==> config.mk <==
export PLATFORM = sky130hd
export DESIGN_NAME = rom_dyn_reader_flat
export DESIGN_NICKNAME = d
export VERILOG_FILES = /design/src/rtl/rom_dyn_reader_if.sv /design/src/rtl/rom_dyn_reader.sv /design/src/flat_wrapper.sv
export SDC_FILE = /design/constraint.sdc
export NUM_CORES = 1
export LEC_CHECK = 0
export ABC_AREA = 1
export BUFFER_PORTS_ARGS = -buffer_cell sky130_fd_sc_hd__buf_4
export CAP_MARGIN = 20
export CORE_UTILIZATION = 45
export DETAILED_ROUTE_END_ITERATION = 7
export PLACE_DENSITY = 0.66
export RECOVER_POWER = 25
export SYNTH_ARGS = -nofsm -noshare
export SYNTH_HDL_FRONTEND = slang
export SYNTH_SLANG_ARGS = --single-unit
==> constraint.sdc <==
create_clock -name clk1 -period 3.1 [get_ports clk1]
set_input_delay 0.155 -clock clk1 [delete_from_list [all_inputs] [get_ports clk1]]
set_output_delay 0.155 -clock clk1 [all_outputs]
set_load 0.05 [all_outputs]
==> src/rtl/rom_dyn_reader_if.sv <==
// Read-port bundle for rom_dyn_reader.
// The request channel carries an address into the reader. The result channel
// returns the word that was read, together with its address, to the display
// consumer. The slave modport is the reader side; the master modport is the
// requester/consumer side.
interface rom_dyn_reader_if #(
  parameter int ADDR_W = 3,
  parameter int DATA_W = 8
);
  logic              req_valid;
  logic [ADDR_W-1:0] req_addr;
  logic              req_ready;
  logic              rd_valid;
  logic              rd_ready;
  logic [ADDR_W-1:0] rd_addr;
  logic [DATA_W-1:0] display;

  modport master (
    output req_valid, req_addr, rd_ready,
    input  req_ready, rd_valid, rd_addr, display
  );

  modport slave (
    input  req_valid, req_addr, rd_ready,
    output req_ready, rd_valid, rd_addr, display
  );
endinterface

==> src/rtl/rom_dyn_reader.sv <==
// rom_dyn_reader: DEPTH x DATA_W precharged NOR word store.
// Each read runs through a sequenced cycle: precharge (bitlines pulled high
// for PRE_CYC clocks), then one evaluate clock (bitlines discharged where the
// stored bit is 1), then a hold phase. During the hold phase the word sits on
// display until the consumer takes it.
// Reads come either from the valid/ready request port or, while sweep_en is
// high, from an internal pointer that walks 0..DEPTH-1 continuously. The
// sweep has priority over the request port.
// Word k of the store is INIT[k*DATA_W +: DATA_W]. Any bit beyond the 64-bit
// INIT image reads as 0.
module rom_dyn_reader #(
  parameter int          DATA_W  = 8,
  parameter int          ADDR_W  = 3,
  parameter int          PRE_CYC = 1,
  parameter logic [63:0] INIT    = 64'h0484_F636_36A6_1604
) (
  input  logic            clk1,
  input  logic            rst,
  input  logic            sweep_en,
  output logic            precharge_n,
  output logic            sweep_wrap,
  rom_dyn_reader_if.slave bus
);

  localparam int INIT_W = 64;
  localparam int CNT_W  = (PRE_CYC > 1) ? $clog2(PRE_CYC) : 1;

  localparam logic [CNT_W-1:0]  PRE_LAST = CNT_W'(PRE_CYC - 1);
  localparam logic [ADDR_W-1:0] PTR_LAST = '1;

  localparam logic [1:0] ST_IDLE = 2'd0;
  localparam logic [1:0] ST_PRE  = 2'd1;
  localparam logic [1:0] ST_EVAL = 2'd2;
  localparam logic [1:0] ST_HOLD = 2'd3;

  logic [1:0]        state_r;
  logic [CNT_W-1:0]  pre_cnt_r;
  logic [ADDR_W-1:0] addr_r;        // address of the word being read
  logic [ADDR_W-1:0] ptr_r;         // sweep pointer
  logic              sweep_word_r;  // current word was started by the sweep
  logic              sweep_wrap_r;
  logic [DATA_W-1:0] bitline_r;     // model of the precharged bitlines
  logic              rd_valid_r;
  logic [ADDR_W-1:0] rd_addr_r;
  logic [DATA_W-1:0] display_r;

  logic [DATA_W-1:0] word_s;
  logic [DATA_W-1:0] bitline_eval_s;

  // Stored word at address a.
  // Cells that fall outside the INIT image are unprogrammed and read 0.
  function automatic logic [DATA_W-1:0] rom_word(input logic [ADDR_W-1:0] a);
    logic [DATA_W-1:0] w;
    int                idx;
    logic [5:0]        sel;
    w = '0;
    for (int i = 0; i < DATA_W; i++) begin
      idx = int'(a) * DATA_W + i;
      if (idx < INIT_W) begin
        sel  = idx[5:0];
        w[i] = INIT[sel];
      end else begin
        w[i] = 1'b0;
      end
    end
    return w;
  endfunction

  // Evaluate step: a programmed cell (bit = 1) discharges its precharged bitline.
  always_comb begin
    word_s         = '0;
    bitline_eval_s = '1;
    word_s         = rom_word(addr_r);
    bitline_eval_s = bitline_r & ~word_s;
  end

  // Requests are only taken in IDLE, never while sweeping, and never during reset.
  assign bus.req_ready = (state_r == ST_IDLE) && !sweep_en && !rst;
  assign precharge_n   = (state_r != ST_PRE);
  assign sweep_wrap    = sweep_wrap_r;
  assign bus.rd_valid  = rd_valid_r;
  assign bus.rd_addr   = rd_addr_r;
  assign bus.display   = display_r;

  // Read sequencer: phase control, address selection and sweep pointer.
  always_ff @(posedge clk1 or posedge rst) begin
    if (rst) begin
      state_r      <= ST_IDLE;
      pre_cnt_r    <= '0;
      addr_r       <= '0;
      ptr_r        <= '0;
      sweep_word_r <= 1'b0;
      sweep_wrap_r <= 1'b0;
    end else begin
      sweep_wrap_r <= 1'b0;
      case (state_r)
        ST_IDLE: begin
          if (sweep_en) begin
            addr_r       <= ptr_r;
            sweep_word_r <= 1'b1;
            pre_cnt_r    <= '0;
            state_r      <= ST_PRE;
          end else begin
            ptr_r <= '0;
            if (bus.req_valid && bus.req_ready) begin
              addr_r       <= bus.req_addr;
              sweep_word_r <= 1'b0;
              pre_cnt_r    <= '0;
              state_r      <= ST_PRE;
            end
          end
        end
        ST_PRE: begin
          if (pre_cnt_r == PRE_LAST) begin
            state_r <= ST_EVAL;
          end else begin
            pre_cnt_r <= pre_cnt_r + CNT_W'(1);
          end
        end
        ST_EVAL: begin
          state_r <= ST_HOLD;
        end
        ST_HOLD: begin
          if (rd_valid_r && bus.rd_ready) begin
            if (sweep_en) begin
              // A word that came from the request port does not advance the
              // pointer, so the sweep starts from the pointer's current value.
              if (sweep_word_r) begin
                ptr_r        <= ptr_r + ADDR_W'(1);
                addr_r       <= ptr_r + ADDR_W'(1);
                sweep_wrap_r <= (ptr_r == PTR_LAST);
              end else begin
                addr_r <= ptr_r;
              end
              sweep_word_r <= 1'b1;
              pre_cnt_r    <= '0;
              state_r      <= ST_PRE;
            end else begin
              ptr_r        <= '0;
              sweep_word_r <= 1'b0;
              state_r      <= ST_IDLE;
            end
          end
        end
        default: begin
          state_r <= ST_IDLE;
        end
      endcase
    end
  end

  // Bitline / output datapath.
  // Bitlines are precharged during PRE and discharged during EVAL, when the
  // word is captured. The captured word stays on display after rd_valid drops.
  always_ff @(posedge clk1 or posedge rst) begin
    if (rst) begin
      bitline_r  <= '1;
      rd_valid_r <= 1'b0;
      rd_addr_r  <= '0;
      display_r  <= '0;
    end else begin
      case (state_r)
        ST_PRE: begin
          bitline_r <= '1;
        end
        ST_EVAL: begin
          bitline_r  <= bitline_eval_s;
          display_r  <= ~bitline_eval_s;
          rd_addr_r  <= addr_r;
          rd_valid_r <= 1'b1;
        end
        ST_HOLD: begin
          if (rd_valid_r && bus.rd_ready) begin
            rd_valid_r <= 1'b0;
          end
        end
        default: begin
        end
      endcase
    end
  end

endmodule
==> src/flat_wrapper.sv <==
// flat-port wrapper written by rule: the top's interface ports become plain ports
module rom_dyn_reader_flat 
#(
  parameter int          DATA_W  = 8,
  parameter int          ADDR_W  = 3,
  parameter int          PRE_CYC = 1,
  parameter logic [63:0] INIT    = 64'h0484_F636_36A6_1604
)
  (clk1, rst, sweep_en, precharge_n, sweep_wrap, bus_req_valid, bus_req_addr, bus_rd_ready, bus_req_ready, bus_rd_valid, bus_rd_addr, bus_display);
  rom_dyn_reader_if #(.ADDR_W(ADDR_W), .DATA_W(DATA_W)) bus_i ();
  input  logic clk1;
  input  logic rst;
  input  logic sweep_en;
  output logic precharge_n;
  output logic sweep_wrap;
  input wire logic [$bits(bus_i.req_valid)-1:0] bus_req_valid;
  input wire logic [$bits(bus_i.req_addr)-1:0] bus_req_addr;
  input wire logic [$bits(bus_i.rd_ready)-1:0] bus_rd_ready;
  output wire logic [$bits(bus_i.req_ready)-1:0] bus_req_ready;
  output wire logic [$bits(bus_i.rd_valid)-1:0] bus_rd_valid;
  output wire logic [$bits(bus_i.rd_addr)-1:0] bus_rd_addr;
  output wire logic [$bits(bus_i.display)-1:0] bus_display;
  assign bus_i.req_valid = bus_req_valid;
  assign bus_i.req_addr = bus_req_addr;
  assign bus_i.rd_ready = bus_rd_ready;
  assign bus_req_ready = bus_i.req_ready;
  assign bus_rd_valid = bus_i.rd_valid;
  assign bus_rd_addr = bus_i.rd_addr;
  assign bus_display = bus_i.display;
  rom_dyn_reader #(.DATA_W(DATA_W), .ADDR_W(ADDR_W), .PRE_CYC(PRE_CYC), .INIT(INIT)) u_core (.clk1(clk1), .rst(rst), .sweep_en(sweep_en), .precharge_n(precharge_n), .sweep_wrap(sweep_wrap), .bus(bus_i));
endmodule
==> metrics.cfg, run 1 <==
[floorplan]
initial_core_util = 0.475
ioPinCount = 23
die_h_um = 59.0
die_x_um = 59.0
core_area_um2 = 3080
dieArea_um2 = 3480
rows = 20

[sta]
maxSlewViolCount = 0
worst_pin_slew_ns = 0.340
setup_tns_ns = 0
fin_skew_ns = 0.00937
hold_violations = 0
period_minus_slack_ns = 1.75
period_share = 0.564
setup_slack_ns = 1.35
maxSlewHeadroom = 0.773
setup_viol = 0
hold-worst-slack_ns = 0.120
max_clock_freq_mhz = 572
rsz0062_at_grt = no

[drt]
drc = 0
vias = 1203
ant_nets = 0
wl_per_cell_um = 11.5
via_per_inst = 4.72
drt_iter0_drc = 56
wl_met1_um = 1400
wl_met3_um = 112
wl_met2_um = 1360
wirelength_um = 2920
firstDrtPassIters = 4
top_layer = met4

[worst_setup_path]
worstReg2RegEnd = u_core.state_r[0]$_DFFE_PP0P_
crit_fanout = 6
end_kind = output port
r2r_slack_ns = 1.54
worstSetupPathType = reg -> out
r2r_cells = 9
cp.arrival_ns = 1.59
crit_path_start_kind = flop
crit_required_ns = 2.94
r2r-start = u_core.state_r[0]$_DFFE_PP0P_

[clocking]
cts_tree = done
post-cts-setup-buffers = 0
clock-root-buffer = clkbuf_4
clkSinkCount = 27
insertion_delay_ns = 0.33
clock_path_buffers = 2
h-tree-depth = 1
cts.clk_slew.worst_paths_ns = 0.15
cts_made_buffers = 3

[yosys]
synth_nets = 206
syn-cell-area_um2 = 1460
ys_seq_area_frac = 0.467
synth_seq_cells = 27
yosys.cell_types.count = 21
syn_inst = 187
yosys_warnings = 0
syn_area_per_cell_um2 = 7.81

[cells_and_area]
syn_to_final_growth_pct = 17.1
stdcell_area_um2 = 1710
diodes = 0
layout-drive-gt1-share = 0.204
layout.nets = 231
n_fill_cell = 291

[placed_design]
place_area_um2 = 1660
gp_congestion = 0.770
pre_cts_ws_ns = 1.56
io_buffers = 22
dp_hpwl_um = 2250

[global_routing]
track_usage = 0.188
grt_pass1_vias = 1188
grt_max_degree = 29
antenna_found_initial = 0
grt_pass1_wl_um = 4860
grt-ovfl-total = 0

[pwr]
p_leak_uw = 0.000912
vdd_drop_max_mv = 0.534
powerDensity_nw_per_um2 = 1050

[min_path]
hold_class = in -> reg
min_from = sweep_en
hold_path_depth = 3
min_to = u_core.sweep_wrap$_DFF_PP0_

[status]
status = complete, no violations

[run]
maxCapViolations = 0

==> kinds of logic after synthesis <==
kind of cell               synth area share
and+or+nand+nor                       0.288
DFF                                   0.467
buffers and inverters                0.0728
AOI/OAI and AO/OA                    0.0779
adders and majority gates            0.0942
==> how the worst max path moves through the flow <==
stage                             startpoint                                 to  slack (ns)  cells after the start
5_1_grt        u_core.state_r[0]$_DFFE_PP0P_                      bus_req_ready        1.22                      5
3_5_place_dp   u_core.state_r[0]$_DFFE_PP0P_  u_core.bus.display[3]$_DFFE_PP0P_        1.56                      5
4_1_cts        u_core.state_r[0]$_DFFE_PP0P_                      bus_req_ready        1.32                      5
3_3_place_gp   u_core.state_r[0]$_DFFE_PP0P_      u_core.state_r[0]$_DFFE_PP0P_        1.64                      9
6_report       u_core.state_r[0]$_DFFE_PP0P_                      bus_req_ready        1.35                      5
2_1_floorplan  u_core.state_r[0]$_DFFE_PP0P_                      bus_req_ready        1.45                      4
==> through the flow <==
stage / total power [uW] / util / std cells
2_1_floorplan: 1390 / - / 187
3_3_place_gp: 1620 / 0.540 / 249
3_5_place_dp: 1660 / 0.540 / 249
4_1_cts: 1820 / 0.556 / 255
5_1_grt: 1960 / 0.556 / 255
6_report: 1800 / 0.556 / 255
==> where the power goes <==
group          total [uW]  switching (uW)  internal, uW  leakage (uW)
sequential            617             109           508      0.000328
clock                 154             105          49.4     0.0000139
combinational        1030             714           319      0.000571
total                1800             929           876      0.000912
==> flip-flops by register name (all words and copies together) (netlist names) <==
signal               flops
u_core.ptr_r             3
u_core.sweep_word_r      1
u_core.addr_r            3
u_core.sweep_wrap        1
u_core.bitline_r         6
u_core.bus.display       7
u_core.bus.rd_valid      1
u_core.bus.rd_addr       3
u_core.state_r           2
==> what timing repair did <==
item / 4_1_cts / 5_1_grt
hold buffers: 2 / 0
resized for setup: 0 / 0
setup endpoints to repair: 0 / 0
hold endpoints to repair: 22 / 0
==> per-layer routing <==
metal,up-vias,GRT usage
met5,-,0
met4,0,0.0680
met3,4,0.0415
met2,24,0.312
met1,546,0.241
li1,629,-
==> critical path, cell delays in order, from the launching register on <==
cell and delay [ns]:
dfrtp_1 0.46, inv_1 0.15, ha_1 0.25, nand2_1 0.11
nor2_1 0.10, buf_4 0.20
==> cells in the mapped netlist <==
cell      count  area share
dfrtp_1      21        0.36
a31oi_1       2      0.0086
nor2_4        1      0.0077
buf_4         2       0.010
o21ai_0      11       0.038
or2_0         1      0.0043
inv_2         2      0.0051
dfstp_2       6        0.11
buf_2         1      0.0034
clkbuf_1      2      0.0051
o21ai_2       3       0.018
nor2_1        9       0.023
a21oi_1       1      0.0034
o21ai_1       3       0.010
nor3_1        1      0.0034
nand2_1      77        0.20
ha_1         11       0.094
or2_2         1      0.0043
inv_1        19       0.049
nand2_2       3       0.013
nand3_1      10       0.034
==> placed cells by master, fill, tap and decap left out, drive strengths merged, types with 4 or more instances in the layout <==
| cell | Yosys | layout |
|---|---|---|
| buf | 3 | 22 |
| clkbuf | 2 | 4 |
| dfrtp | 21 | 21 |
| dfstp | 6 | 6 |
| ha | 11 | 11 |
| inv | 21 | 21 |
| nand2 | 80 | 80 |
| nand3 | 10 | 10 |
| nor2 | 10 | 10 |
| o21ai | 17 | 17 |
==> area by class of cell <==
| cell class | instances | area, um2 | area share |
|---|---|---|---|
| flip-flops and latches | 27 | 683 | 0.399 |
| multi-input cells | 134 | 672 | 0.393 |
| repair buffers | 25 | 193 | 0.113 |
| inverters | 21 | 78.8 | 0.0461 |
| well taps | 44 | 55.1 | 0.0322 |
| clock buffers | 3 | 22.5 | 0.0132 |
| clock inverters | 1 | 7.51 | 0.00439 |
Note: power is estimated with default switching activity, not from simulation.
==> run 2: changes to the inputs <==
Settings changed: ABC_AREA 1 to 0, PLACE_DENSITY 0.66 to 0.68.
Clock period 3.1 ns to 1.6 ns, I/O delays scaled along.
==> run 2 against run 1 <==
Worst hold slack got worse by 0.061 ns. Clock skew decreased by 0.0059 ns. Sequential share of layout area decreased by 0.55 points. Count of clock-buffer cells in the layout unchanged. Critical endpoint unchanged. Largest power group unchanged. Flip-flop and latch count unchanged. Global-route usage decreased by 1.0 points. Power increased by 110%. Combinational power increased by 120%. Clock power increased by 100%. Sequential power increased by 98%.
==> metrics.cfg, run 2 <==
[cells_and_area]
finalNonFillerCells = 200
final_core_util = 0.603
layout.nets = 178
mostFrequentLayoutCells = buf_4 (28), dfrtp_1 (21), inv_1 (9)
syn_to_final_growth_pct = 22.6
diodes = 0
final_common_cell = buf_4
multi_input_area_um2 = 682
layout-drive-gt1-share = 0.361
n_fill_cell = 263
seqCellArea_um2 = 683
largest_reg_flops = 7

[pwr]
power.net_switching_uw = 1760
powerDensity_nw_per_um2 = 2190
p_comb_frac = 0.597
p_seq_frac = 0.322
p_int_uw = 2050
clockPowerShare = 0.081
vdd_drop_max_mv = 1.11
p_leak_uw = 0.000808
p_sw_frac = 0.462

[min_path]
min_from = sweep_en
hold_class = in -> reg
min_to = u_core.sweep_word_r$_DFFE_PP0P_
hold_path_depth = 2

[placed_design]
place_inst = 194
gp_congestion = 0.752
pre_cts_ws_ns = 0.0197
dp_hpwl_um = 1940
io_buffers = 22

[yosys]
syn-cell-area_um2 = 1420
synth_common_cells = dfrtp_1 (21), ha_1 (11), inv_1 (10), mux2i_1 (8), nand2_1 (8)
yosys.cell_count.top_type = dfrtp_1
syn_area_per_cell_um2 = 11.1
yosys.area.top_type_share = 0.371
async_reset_ff_frac = 1.00
synth_area_leaders = dfrtp_1 (37%), dfstp_2 (11%), ha_1 (9.7%)
syn_inst = 127
yosys.cell_types.count = 34
ys_seq_area_frac = 0.483
yosys_warnings = 0
synth_nets = 146
synth-edff-count = 0
synth_seq_cells = 27
synth_top_area_cell = dfrtp_1
ys.flop_type = dfrtp_1

[floorplan]
rows = 19
ioPinCount = 23
die_h_um = 58.1
die_x_um = 58.1
core_area_um2 = 2880
initial_core_util = 0.492
dieArea_um2 = 3370

[worst_setup_path]
cp.arrival_ns = 1.49
r2r_slack_ns = 0.07
crit_path_start_kind = flop
crit_fanout = 5
r2r-start = u_core.state_r[1]$_DFFE_PP0P_
r2r_cells = 5
worstReg2RegEnd = u_core.addr_r[2]$_DFFE_PP0P_
crit_required_ns = 1.52
worstSetupPathType = reg -> out
end_kind = output port

[clocking]
cts_made_buffers = 3
insertion_delay_ns = 0.33
post-cts-setup-buffers = 0
clkSinkCount = 27
cts_tree = done
clock-root-buffer = clkbuf_4
cts.clk_slew.worst_paths_ns = 0.15
clock_path_buffers = 2
h-tree-depth = 1

[global_routing]
antenna_found_initial = 0
grt_pass1_wl_um = 4590
grt_pass1_vias = 1050
grt-ovfl-total = 0
track_usage = 0.178
grt_max_degree = 28

[drt]
wl_per_cell_um = 13.1
wirelength_um = 2610
vias = 1042
via_per_inst = 5.21
drc = 0
drt_iter0_drc = 24
firstDrtPassIters = 4
ant_nets = 0

[sta]
maxSlewViolCount = 0
maxSlewHeadroom = 0.562
max_clock_freq_mhz = 638
fin_skew_ns = 0.00348
period_share = 0.980
hold-worst-slack_ns = 0.0589
period_minus_slack_ns = 1.57
worst_pin_slew_ns = 0.657
rsz0062_at_grt = yes
setup_tns_ns = 0
setup_viol = 0
hold_violations = 0
setup_slack_ns = 0.0321

[run]
maxCapViolations = 0

[status]
status = complete, no violations

-- run 2: worst max-delay path by stage --
stage	startpoint	endpoint	cells after the start
final	u_core.state_r[1]$_DFFE_PP0P_	bus_req_ready	5
after floorplan	u_core.bus.rd_valid$_DFFE_PP0P_	u_core.addr_r[2]$_DFFE_PP0P_	4
after detailed placement	u_core.state_r[1]$_DFFE_PP0P_	u_core.addr_r[2]$_DFFE_PP0P_	5
after global placement	u_core.state_r[0]$_DFFE_PP0P_	u_core.addr_r[2]$_DFFE_PP0P_	6
after CTS	u_core.state_r[1]$_DFFE_PP0P_	bus_req_ready	5
after global routing	u_core.state_r[1]$_DFFE_PP0P_	bus_req_ready	5
-- run 2: cell type report --
type | count | share of cell area
Inverter | 10 | 0.0216
Clock buffer | 3 | 0.0130
Multi-Input combinational cell | 84 | 0.393
Tap cell | 42 | 0.0303
Timing Repair Buffer | 33 | 0.144
Clock inverter | 1 | 0.00433
Sequential cell | 27 | 0.394
-- run 2: metrics by stage --
stage	total power [uW]	area [um2]
finish	3800	1740
global route	4110	1740
CTS	3770	1720
detailed placement	3440	1670
global placement	3370	1670
floorplan	2810	1420
-- run 2: repair_timing --
item                                   in CTS  in global routing
pin swaps                                   0                  0
endpoints found under the hold margin      22                  0
setup endpoints to repair                   1                 13
resized for setup                           1                  6
hold buffers                                2                  0
-- run 2: power by group through the flow --
stage	logic (uW)	clock network, uW	registers, uW
6_report	2270	310	1220
5_1_grt	2500	344	1270
4_1_cts	2230	316	1220
3_5_place_dp	2200	0	1240
3_3_place_gp	2140	0	1220
2_1_floorplan	1230	0	1580
-- run 2: metal layers --
metal | vias up | GRT usage | part of all wire
li1 | 510 | - | -
met5 | - | 0 | 0
met1 | 510 | 0.228 | 0.45
met2 | 18 | 0.310 | 0.52
met3 | 4 | 0.0201 | 0.022
met4 | 0 | 0.0612 | 0.012
-- run 2: logic make-up after synthesis --
| family | count (synthesis) | share of synthesized area |
|---|---|---|
| and+or+nand+nor | 24 | 0.0787 |
| xor gates and xnor gates | 2 | 0.0124 |
| DFF | 27 | 0.483 |
| buffers and inverters | 16 | 0.0504 |
| muxes | 15 | 0.115 |
| AOI/OAI and AO/OA | 32 | 0.164 |
| adders and majority gates | 11 | 0.0973 |
-- run 2: worst max-delay path: stages, from the launching register on --
cell and delay [ns]:
dfrtp_1 0.45, inv_1 0.13, ha_4 0.16, nand2b_2 0.10, nor2_1 0.13, buf_6 0.17
==> run 3: changes to the inputs <==
Settings changed: GPL_TIMING_DRIVEN set to 0.
==> run 3 against run 2 <==
Non-clock buffer count grew 4. Combinational power up 4%. First-iteration DRC count decreased by 38%. Die area unchanged. Fmax decreased by 0.66%. Worst hold slack better by 0.11 ns. Setup slack got worse by 0.010 ns. Core utilization up 1.3 points. Sequential power about the same. Power grew 1.3%. Critical endpoint is now u_core.addr_r[2]$_DFFE_PP0P_. Largest cell class unchanged. Highest routed layer unchanged.
==> metrics.cfg, run 3 (synthesis gave the netlist of run 2 again) <==
[floorplan]
ioPinCount = 23
rows = 19
initial_core_util = 0.492
die_x_um = 58.1
dieArea_um2 = 3370
die_h_um = 58.1
core_area_um2 = 2880

[drt]
wirelength_um = 2620
drc = 0
via_per_inst = 5.05
vias = 1030
firstDrtPassIters = 4
ant_nets = 0
wl_per_cell_um = 12.8
drt_iter0_drc = 15

[sta]
setup_slack_ns = 0.0216
period_minus_slack_ns = 1.58
maxSlewHeadroom = 0.452
hold_violations = 0
max_clock_freq_mhz = 634
rsz0062_at_grt = yes
maxSlewViolCount = 0
period_share = 0.986
setup_viol = 0
worst_pin_slew_ns = 0.820
fin_skew_ns = 0.00458

[global_routing]
antenna_found_initial = 0
track_usage = 0.174
grt_pass1_wl_um = 4530
grt-ovfl-total = 0
grt_pass1_vias = 1030
grt_max_degree = 28

[worst_setup_path]
cp_slowest_cell = dfrtp_1
worstSetupPathType = reg -> reg
crit_fanout = 5
cpPeakStageDelay_ns = 0.44
crit_chain = inv_2, ha_4, inv_1, o21ai_2, o221a_4, mux2_4
crit_path_start_kind = flop
cp.arrival_ns = 1.80
crit_required_ns = 1.82
end_kind = flop

[placed_design]
gp_congestion = 0.769
io_buffers = 22
dp_hpwl_um = 1880
pre_cts_ws_ns = -0.160
place_inst = 191

[cells_and_area]
finalNonFillerCells = 204
largest_reg_flops = 7
layout.nets = 182
diodes = 0
mostFrequentLayoutCells = buf_4 (27), dfrtp_1 (21), ha_1 (9)
syn_to_final_growth_pct = 25.2
final_common_cell = buf_4
layout-drive-gt1-share = 0.370

[pwr]
p_comb_frac = 0.612
p_seq_frac = 0.313
p_sw_frac = 0.458
clockPowerShare = 0.076
p_int_uw = 2090
p_leak_uw = 0.000839
powerDensity_nw_per_um2 = 2170
vdd_drop_max_mv = 1.16
power.net_switching_uw = 1770

[clocking]
cts_tree = done
h-tree-depth = 1
cts_made_buffers = 3
insertion_delay_ns = 0.32
clock-root-buffer = clkbuf_4
cts.clk_slew.worst_paths_ns = 0.15
clkSinkCount = 27
clock_path_buffers = 2

[status]
status = complete, no violations

[min_path]
hold_class = in -> reg

[run]
maxCapViolations = 0

run 3: cell count changes in the layout (fill, tap and decap cells not counted), sizes merged:
cell / delta
buf: +3
dlymetal6s2s: +1
clkinvlp: -1
clkinv: +1
run 3: final timing paths:
kind / cells after the start / to / slack, ns / start
setup / recovery: 6 / u_core.addr_r[2]$_DFFE_PP0P_ / 0.02 / u_core.state_r[0]$_DFFE_PP0P_
max in group asynchronous: 4 / u_core.bus.display[6]$_DFFE_PP0P_ / 0.23 / rst
min in group asynchronous: 3 / u_core.sweep_word_r$_DFFE_PP0P_ / 0.30 / rst
setup reg to reg: 6 / u_core.addr_r[2]$_DFFE_PP0P_ / 0.02 / u_core.state_r[0]$_DFFE_PP0P_
hold / removal: 3 / u_core.sweep_word_r$_DFFE_PP0P_ / 0.17 / sweep_en
hold reg to reg: 1 / u_core.bus.display[2]$_DFFE_PP0P_ / 0.48 / u_core.bus.display[2]$_DFFE_PP0P_
run 3: final cells by class:
cell class / count / area (um2)
clock inverter: 1 / 5.00
buffer: 6 / 33.8
inverter: 10 / 37.5
multi-input combinational: 84 / 682
clock buffer: 3 / 22.5
fill: 234 / 1100
tap: 42 / 52.6
timing repair buffer: 31 / 255
sequential: 27 / 683
run 3: power by group through the flow:
stage / logic [uW] / clock network [uW] / registers [uW]
after floorplan: 1230 / 0 / 1580
after CTS: 2310 / 310 / 1200
after global placement: 2080 / 0 / 1200
after detailed placement: 2120 / 0 / 1220
after global routing: 2580 / 341 / 1240
final: 2360 / 291 / 1200
run 3: worst max-delay path: cells and delay by family (launching register included):
family | cells | cell delay (ns)
DFF | 1 | 0.44
AOI/OAI and AO/OA | 2 | 0.40
muxes | 1 | 0.30
buffers and inverters | 2 | 0.19
adders and majority gates | 1 | 0.16
run 3: timing repair:
action | CTS | global route
hold endpoints to repair | 1 | 8
buffers inserted | 3 | 3
setup endpoints to repair | 6 | 4
hold buffers | 1 | 1
gates resized for setup | 7 | 1
run 3: routing by layer:
| layer | wire, um | global-route usage |
|---|---|---|
| met5 | 0 | 0 |
| met4 | 21 | 0.0612 |
| met3 | 57 | 0.0223 |
| met2 | 1270 | 0.281 |
| met1 | 1280 | 0.242 |
run 3: metrics by stage:
| step | TNS (ns) | hold slack, ns | power, uW | instance area (um2) | util |
|---|---|---|---|---|---|
| floorplan | 0 | 0.128 | 2810 | 1420 | - |
| global placement | -0.0783 | 0.286 | 3280 | 1630 | 0.568 |
| detailed placement | -0.214 | 0.304 | 3340 | 1630 | 0.568 |
| CTS | 0 | 0.0403 | 3820 | 1730 | 0.601 |
| global route | -0.124 | 0.172 | 4160 | 1770 | 0.616 |
| finish | 0 | 0.172 | 3850 | 1770 | 0.616 |
